===== config.mk =====
export PLATFORM = sky130hd
export DESIGN_NAME = display_sched
export DESIGN_NICKNAME = d
export VERILOG_FILES = /design/src/rtl/display_sched.sv
export SDC_FILE = /design/constraint.sdc
export NUM_CORES = 1
export LEC_CHECK = 0
export CAP_MARGIN = 30
export CORE_ASPECT_RATIO = 0.7
export CORE_MARGIN = 2
export CORE_UTILIZATION = 40
export DETAILED_ROUTE_END_ITERATION = 7
export PLACE_DENSITY_LB_ADDON = 0.25
export SLEW_MARGIN = 30
export SYNTH_ARGS = -nofsm -noshare
export SYNTH_HDL_FRONTEND = slang
export SYNTH_SLANG_ARGS = --single-unit

===== constraint.sdc =====
create_clock -name clk -period 7.8 [get_ports clk]
set_input_delay 0.78 -clock clk [delete_from_list [all_inputs] [get_ports clk]]
set_output_delay 0.78 -clock clk [all_outputs]
set_load 0.03 [all_outputs]

===== src/rtl/display_sched.sv =====
// display_sched: FIFO-buffered dispatcher of nonzero values into four enabled display slots
//   params : W (value width), DEPTH (FIFO depth, power of two, >= 2)
//   clk, rst (sync, active-low)
//   in_valid/in_data/in_ready : input handshake, zero values are dropped and counted
//   slot_en/slot_clr          : per-slot enable and release request
//   slot_load/slot_data       : registered one-hot load strobe and value
//   slot_busy                 : slot holds an unreleased value
//   drop_cnt                  : saturating count of dropped zero values
//   DISP_SCHED_RR_EN          : define for round-robin slot arbitration, else fixed priority
module display_sched #(
  parameter int W = 8,
  parameter int DEPTH = 4
) (
  input  logic         clk,
  input  logic         rst,
  input  logic         in_valid,
  input  logic [W-1:0] in_data,
  output logic         in_ready,
  input  logic [3:0]   slot_en,
  input  logic [3:0]   slot_clr,
  output logic [3:0]   slot_load,
  output logic [W-1:0] slot_data,
  output logic [3:0]   slot_busy,
  output logic [7:0]   drop_cnt
);
  localparam int AW = $clog2(DEPTH);
  logic [W-1:0] mem [DEPTH];
  logic [AW-1:0] rd, wr;
  logic [AW:0] cnt;
  logic accept, push, pop;
  logic [3:0] free, rot, sel;
  logic [1:0] off, pick;
`ifdef DISP_SCHED_RR_EN
  logic [1:0] ptr;
`else
  localparam logic [1:0] ptr = 2'd0;
`endif
  assign in_ready = cnt != (AW+1)'(DEPTH);
  assign accept = in_valid & in_ready;
  assign push = accept & (|in_data);
  assign free = slot_en & ~slot_busy;
  assign pop = (cnt != '0) & (|free);
  // rotate free so the search starts at ptr; pick the first free slot from there
  always_comb begin
    rot = ptr == 2'd0 ? free : ptr == 2'd1 ? {free[0], free[3:1]} :
          ptr == 2'd2 ? {free[1:0], free[3:2]} : {free[2:0], free[3]};
    off = rot[0] ? 2'd0 : rot[1] ? 2'd1 : rot[2] ? 2'd2 : 2'd3;
    pick = ptr + off;
    sel = 4'b0001 << pick;
  end
  always_ff @(posedge clk) begin
    if (!rst) begin
      rd <= '0;
      wr <= '0;
      cnt <= '0;
      slot_load <= '0;
      slot_data <= '0;
      slot_busy <= '0;
      drop_cnt <= '0;
`ifdef DISP_SCHED_RR_EN
      ptr <= '0;
`endif
    end else begin
      if (push) begin
        mem[wr] <= in_data;
        wr <= wr + 1'b1;
      end
      if (pop) begin
        rd <= rd + 1'b1;
        slot_data <= mem[rd];
`ifdef DISP_SCHED_RR_EN
        ptr <= pick + 2'd1;
`endif
      end
      cnt <= cnt + (AW+1)'(push) - (AW+1)'(pop);
      slot_load <= pop ? sel : 4'b0000;
      // a load in the same edge overrides the release of that slot
      slot_busy <= (slot_busy & ~slot_clr) | (pop ? sel : 4'b0000);
      if (accept && in_data == '0 && drop_cnt != 8'hFF) drop_cnt <= drop_cnt + 8'd1;
    end
  end
endmodule


==> key figures <==
Timing
  – Setup repair after global routing missed its margin: no
  – Tightest slew margin relative to the limit: 0.532
  – Time the worst path needs with I/O delays and setup: roughly 3.2 ns
  – Final critical-path share of the clock period: 0.414
  – Max-slew violation count: 0
  – Final number of hold-violating endpoints: 0
  – Post-Route Skew: 0.00657 ns
  – Actual slew at the worst max-slew pin: between 0.7 and 0.8 ns
  – Final worst slack: between 4 and 5 ns
  – Maximum frequency from static timing analysis: a little over 0.3 GHz
  – Number of failing setup endpoints in the final timing report: 0
  – Fin Setup TNS: 0 ns

Die
  – Area enclosed by the die boundary: between 0.007 and 0.008 mm^2
  – Starting density of the core: 0.412
  – Floorplan row count: 24
  – Placeable Area: roughly 0.0062 mm^2
  – Die Span Y: 70.8 um
  – Overall die width: 99.4 um
  – Top Ports: 44

Clocking
  – Maximum number of buffers from clock root to sink: 2
  – CTS H-Tree Depth: 3
  – Hold buffer count at CTS: 0
  – Number of buffers added by the clock tree synthesis step: 9
  – Post-CTS Setup Bufs: 0
  – Clock tree from TritonCTS: built
  – Worst skew pair latency: about 0.33 ns
  – Clock transition time at the flip-flop clock pins of the worst setup and hold paths: ~0.07 ns
  – Clock root cell: clkbuf_8
  – Number of sinks driven by the clock tree: 63
  – Number of gates resized after cts: 0

Drt
  – Violation count after the first detailed-routing iteration: between 50 and 60
  – Sum of routed wire length over all layers: ~4.9 mm
  – Count of vias placed by the detailed router: between 1,500 and 2,000
  – Antenna-violating nets left: 0
  – Mean number of vias per cell: just over 5
  – Detailed-router iteration count before antenna repair: 4
  – Average routed wire per standard cell: ~15 um
  – DRC errors left: 0

Placement
  – Post-detail-place hpwl: between 3 and 4 mm
  – Placement Cell Area: just over 0.003 mm^2
  – Input/output buffers: 43
  – GPL Wtd Cong: between 0.7 and 0.8
  – Setup slack at placement: roughly 4.2 ns

Setup path
  – R2R Path Start: cnt[1]
  – Worst reg2reg path depth: 11
  – Largest stage delay, worst path: ~0.56 ns
  – Arrival time worst endpoint: 3.42 ns
  – CP Data Required Time: between 7 and 8 ns
  – Path type of the worst setup path: in -> reg
  – Reg-to-reg setup timing slack: roughly 5.3 ns
  – Number of buffers and inverters on the critical path: 4
  – Delay-heaviest family, CP: adder cells
  – CP max stage cell: or4_4
  – Startpoint class of the critical path: input pin
  – Worst-path maximum fanout: 7
  – Library cell appearing most often on the critical path: inv_1
  – Endpoint of the lowest-slack register-to-register path: cnt[2]
  – List of cells traversed by the critical path: clkdlybuf4s50_1 -> or4_4 -> o211a_1 -> inv_1 -> ha_1 -> inv_1 -> ha_1 -> inv_1 -> fa_1 -> xor2_1 -> xnor2_1 -> nor2_1
  – Crit end category: register

Worst hold path
  – Number of instances on the worst hold path: 2
  – Start point of the worst hold path: slot_busy[3]
  – Hold Path Sink: slot_busy[3]
  – Worst min path class: reg -> reg

Power
  – Pwr per Cell Area: 305 mW/mm^2
  – Static leakage: roughly 1.2 nW
  – Worst VDD drop: about 0.11 mV

Logic synthesis
  – Per-instance average area after synthesis: between 10 and 15 um^2
  – Post-synthesis cell type with the largest combined area: edfxtp_1
  – Share of synthesized area occupied by flip-flops and latches: 0.621
  – Synthesized netlist cell count: just under 200
  – Yosys warning total: 0
  – Top cell type's share of synthesized area: 0.377
  – Top post-synthesis cells by area: edfxtp_1 38%, dfxtp_1 24%, mux4_2 7.1%
  – Synthesis-stage register bit count: between 60 and 70
  – Net Count, Synth: between 200 and 250
  – Synthesized cell area: about 0.0025 mm^2
  – Count of distinct cell types in the synthesized netlist: 37

Finish
  – Final Net Count: between 200 and 300
  – Cell area after layout: around 0.0033 mm^2
  – Number of inserted diodes: 0
  – Final standard cell utilization of the core: 0.526
  – Fraction of layout cells with a size suffix above 1: 0.111
  – Area grow syn2layout: 27.7%

Global routing
  – Global-route wire length before repair: approximately 7.9 mm
  – Vias in the first global route: 1,494
  – Top Usage Layer GRT: met2
  – GR Overflow Total: 0
  – Maximum number of pins on one net before global-route repair: 21
  – Antenna violations before repair: 0
  – Met2 global-route usage: 0.214
  – Met3 track demand over resource in global routing: 0.0603
  – Total routing resource utilization after global routing: 0.150
  – Met1 global-route usage: 0.211

Run status
  – Result of the run: finished, final reports clean

Run
  – Max-Cap Viols: 0
==> final cells by class <==
type | instances | area [um^2]
clock buffers | 14 | 194
clock inverters | 2 | 10.0
fillers | 536 | 2930
inverters | 10 | 37.5
multi-input cells | 111 | 893
flip-flops and latches | 63 | 1580
well taps | 78 | 97.6
repair buffers | 44 | 438
==> worst register-to-register path: stages, from the launching register on <==
cell and delay [ns]:
dfxtp_1 0.36, or3b_2 0.53, o211a_1 0.21, inv_1 0.10
ha_1 0.23, inv_1 0.05, ha_1 0.13, inv_1 0.05
fa_1 0.36, xor2_1 0.17, xnor2_1 0.13, nor2_1 0.05
==> synth_stat cells (all sizes together) <==
master,instances
dfxtp,31
nand3,7
o21ai,3
nand2,7
xnor2,3
mux2i,8
o311a,1
o211a,2
fa,1
and3,5
edfxtp,32
a21o,1
and3b,1
nor3,3
a21oi,7
nand3b,2
mux4,8
buf,2
or3b,1
and2,1
o21bai,2
clkbuf,7
or4b,1
inv,10
nor2,15
or4,7
or3,2
o31ai,5
o211ai,1
nand2b,5
xor2,1
a41oi,1
nand4,2
a31o,1
ha,7
==> report_power, final <==
part           switching (mW)  total [mW]  internal (mW)
Clock                   0.118       0.277          0.160
Combinational           0.141       0.281          0.140
Sequential             0.0404       0.433          0.393
Total                   0.299       0.992          0.693
==> layer usage <==
metal / vias up / wire length [um]
met5: - / 0
met4: 0 / 42
met3: 5 / 300
met2: 42 / 2180
met1: 801 / 2390
li1: 808 / -
==> kinds of logic (layout without fill, tap and decap cells) <==
group / count (synthesis) / in the layout / synth area share
muxes: 16 / 16 / 0.102
DFF: 63 / 63 / 0.621
xor gates and xnor gates: 4 / 4 / 0.0138
adders and majority gates: 8 / 8 / 0.0422
buffers and inverters: 19 / 70 / 0.0285
and+or+nand+nor: 59 / 59 / 0.128
AOI/OAI and AO/OA: 24 / 24 / 0.0648
==> flip-flops by register name, indices dropped and copies added (netlist names) <==
signal and count:
rd 2, slot_data 8, wr 2, mem 32, slot_busy 4, drop_cnt 8
slot_load 4, cnt 3
==> worst max path at each step <==
stage | endpoint | depth (start not counted) | start | slack [ns]
6_report | cnt[2] | 12 | in_data[5] | 4.57
2_1_floorplan | cnt[2] | 11 | slot_en[1] | 4.83
4_1_cts | cnt[2] | 12 | in_data[0] | 4.57
3_3_place_gp | cnt[2] | 12 | in_data[0] | 4.29
3_5_place_dp | cnt[2] | 12 | in_data[5] | 4.21
5_1_grt | cnt[2] | 12 | in_data[0] | 4.41
==> metrics by stage <==
stage	std cells	hold WS [ns]	power (mW)
5_1_grt	322	0.531	1.05
3_5_place_dp	306	0.475	0.725
4_1_cts	322	0.486	1.00
3_3_place_gp	306	0.460	0.722
2_1_floorplan	193	0.469	0.628
6_report	322	0.479	0.992
==> cell usage in the layout (no fill, tap or decap), drive strengths merged, types with 5 or more instances in the layout <==
cell,n
dfxtp,31
nand2b,5
nand3,7
edfxtp,32
or4,7
and3,5
mux2i,8
mux4,8
inv,10
clkbuf,14
clkdlybuf4s50,43
nand2,7
ha,7
a21oi,7
o31ai,5
nor2,15
Note: power is estimated with default switching activity, not from simulation.
==> patch (config.mk and constraints unchanged) <==
The parameter `DEPTH` goes from 4 to 8.
--- a/src/rtl/display_sched.sv
+++ b/src/rtl/display_sched.sv
@@ -10,5 +10,5 @@
 module display_sched #(
   parameter int W = 8,
-  parameter int DEPTH = 4
+  parameter int DEPTH = 8
 ) (
   input  logic         clk,
Check against the original RTL: not equivalent (a bounded check fails within 10 cycles, from zero or initial values and one cycle with rst low).
==> patch against the original RTL <==
Cell area up 50%; power up 55%; wire length up 63%; critical endpoint is now mem[4][4]$_DFFE_PP_; worst setup slack worse by 61 ps; count of clock-buffer cells in the layout down 5; area after synthesis up 56%; sequential cell count up 35; sequential share of layout area up 4.8 points.
==> patch: results (changes against the original RTL) <==
run status=finished clean (unchanged); post-DP HPWL=5230 microns (was 3350 microns); final core occ=50.3% (was 52.6%); Max IR drop VDD=127 uV (was 111 uV); Tap Cells=128 (was 78); Critical Path Start=in_data[2] (was in_data[5]); Reg-to-Reg Start=cnt[2]$_SDFF_PN0_ (was cnt[1]$_SDFF_PN0_); syn_nets=297 (was 220); Post-synth top cells=edfxtp_1 (64), dfxtp_1 (34), mux4_2 (16) (was edfxtp_1 (32), dfxtp_1 (31), nor2_1 (15)); cell family with most CP delay=simple AND/OR/NAND/NOR gates (was adder cells); nets=345 (was 266); leakage power=0.00161 uW (was 0.00118 uW); FF-to-FF setup slack=5160 ps (was 5280 ps); arrival time worst endpoint=3340 ps (was 3420 ps); comb_multi_in=145 (was 111); dominant cells by area after synthesis=edfxtp_1 (48%), dfxtp_1 (17%), mux4_2 (9.1%), ha_1 (2.8%), mux2i_1 (2.8%) (was edfxtp_1 (38%), dfxtp_1 (24%), mux4_2 (7.1%), ha_1 (3.4%), mux2i_1 (3.1%)); non-clk buf share=9.91% (was 13.5%); metal3 WL=459 microns (was 300 microns); dpl cell area=0.00458 sq mm (was 0.00305 sq mm); routed len/inst=17.8 microns (was 15.3 microns); via count=2370 (was 1656); slowest CP cell=clkdlybuf4s50_1 (was or4_4); Clk pwr share=28.2% (was 28.0%); multi-input combinational area share=26.4% (was 27.5%); ClkCell Share=6.06% (was 6.27%); GR Util met2=23.7% (was 21.4%); wl on met1=3840 microns (was 2390 microns); GR Util met3=4.38% (was 6.03%); FILL cells=830 (was 536); DRT iter0 DRCs=136 (was 53); CP peak stage delay=720 ps (was 560 ps); Pint=1070 uW (was 693 uW); invs w/o clock=12 (was 10); DR WL met2=3660 microns (was 2180 microns); grt met1 use=22.4% (was 21.1%); Hold Slack=501 ps (was 479 ps); crit path capture=mem[4][4]$_DFFE_PP_ (was cnt[2]$_SDFF_PN0_); Yosys reg bits=98 (was 63); Seq/Total Area, Yosys=65.5% (was 62.1%); top flop regs=mem x64, drop_cnt x8, slot_data x8 (was mem x32, drop_cnt x8, slot_data x8); sequential share of power=43.5% (was 43.7%); GPL Wtd Cong=0.807 (was 0.769); sequential portion of the cell area=53.4% (was 48.6%)
patch: worst register-to-register path, cell delays in order, from the launching register on:
cell and delay, ps:
dfxtp_1 310, inv_1 60, ha_1 230, a221o_1 480, or2_1 330, nor3_1 670
buf_4 280
patch: kinds of logic after synthesis:
logic type | after synthesis | share of synthesized area, %
buffers and inverters | 25 | 2.62
flip-flops | 98 | 65.5
AO/OA/AOI/OAI | 43 | 6.71
AND/OR/NAND/NOR | 61 | 9.07
XOR/XNOR | 4 | 0.882
multiplexers | 27 | 11.8
adder cells (fa/ha/maj) | 10 | 3.34
patch: through the flow:
step           std cells  power, uW  setup slack [ps]
6_report             449       1530              4510
2_1_floorplan        268        970              5180
3_5_place_dp         433       1120              4010
3_3_place_gp         433       1110              4100
5_1_grt              449       1620              4360
4_1_cts              449       1560              4370
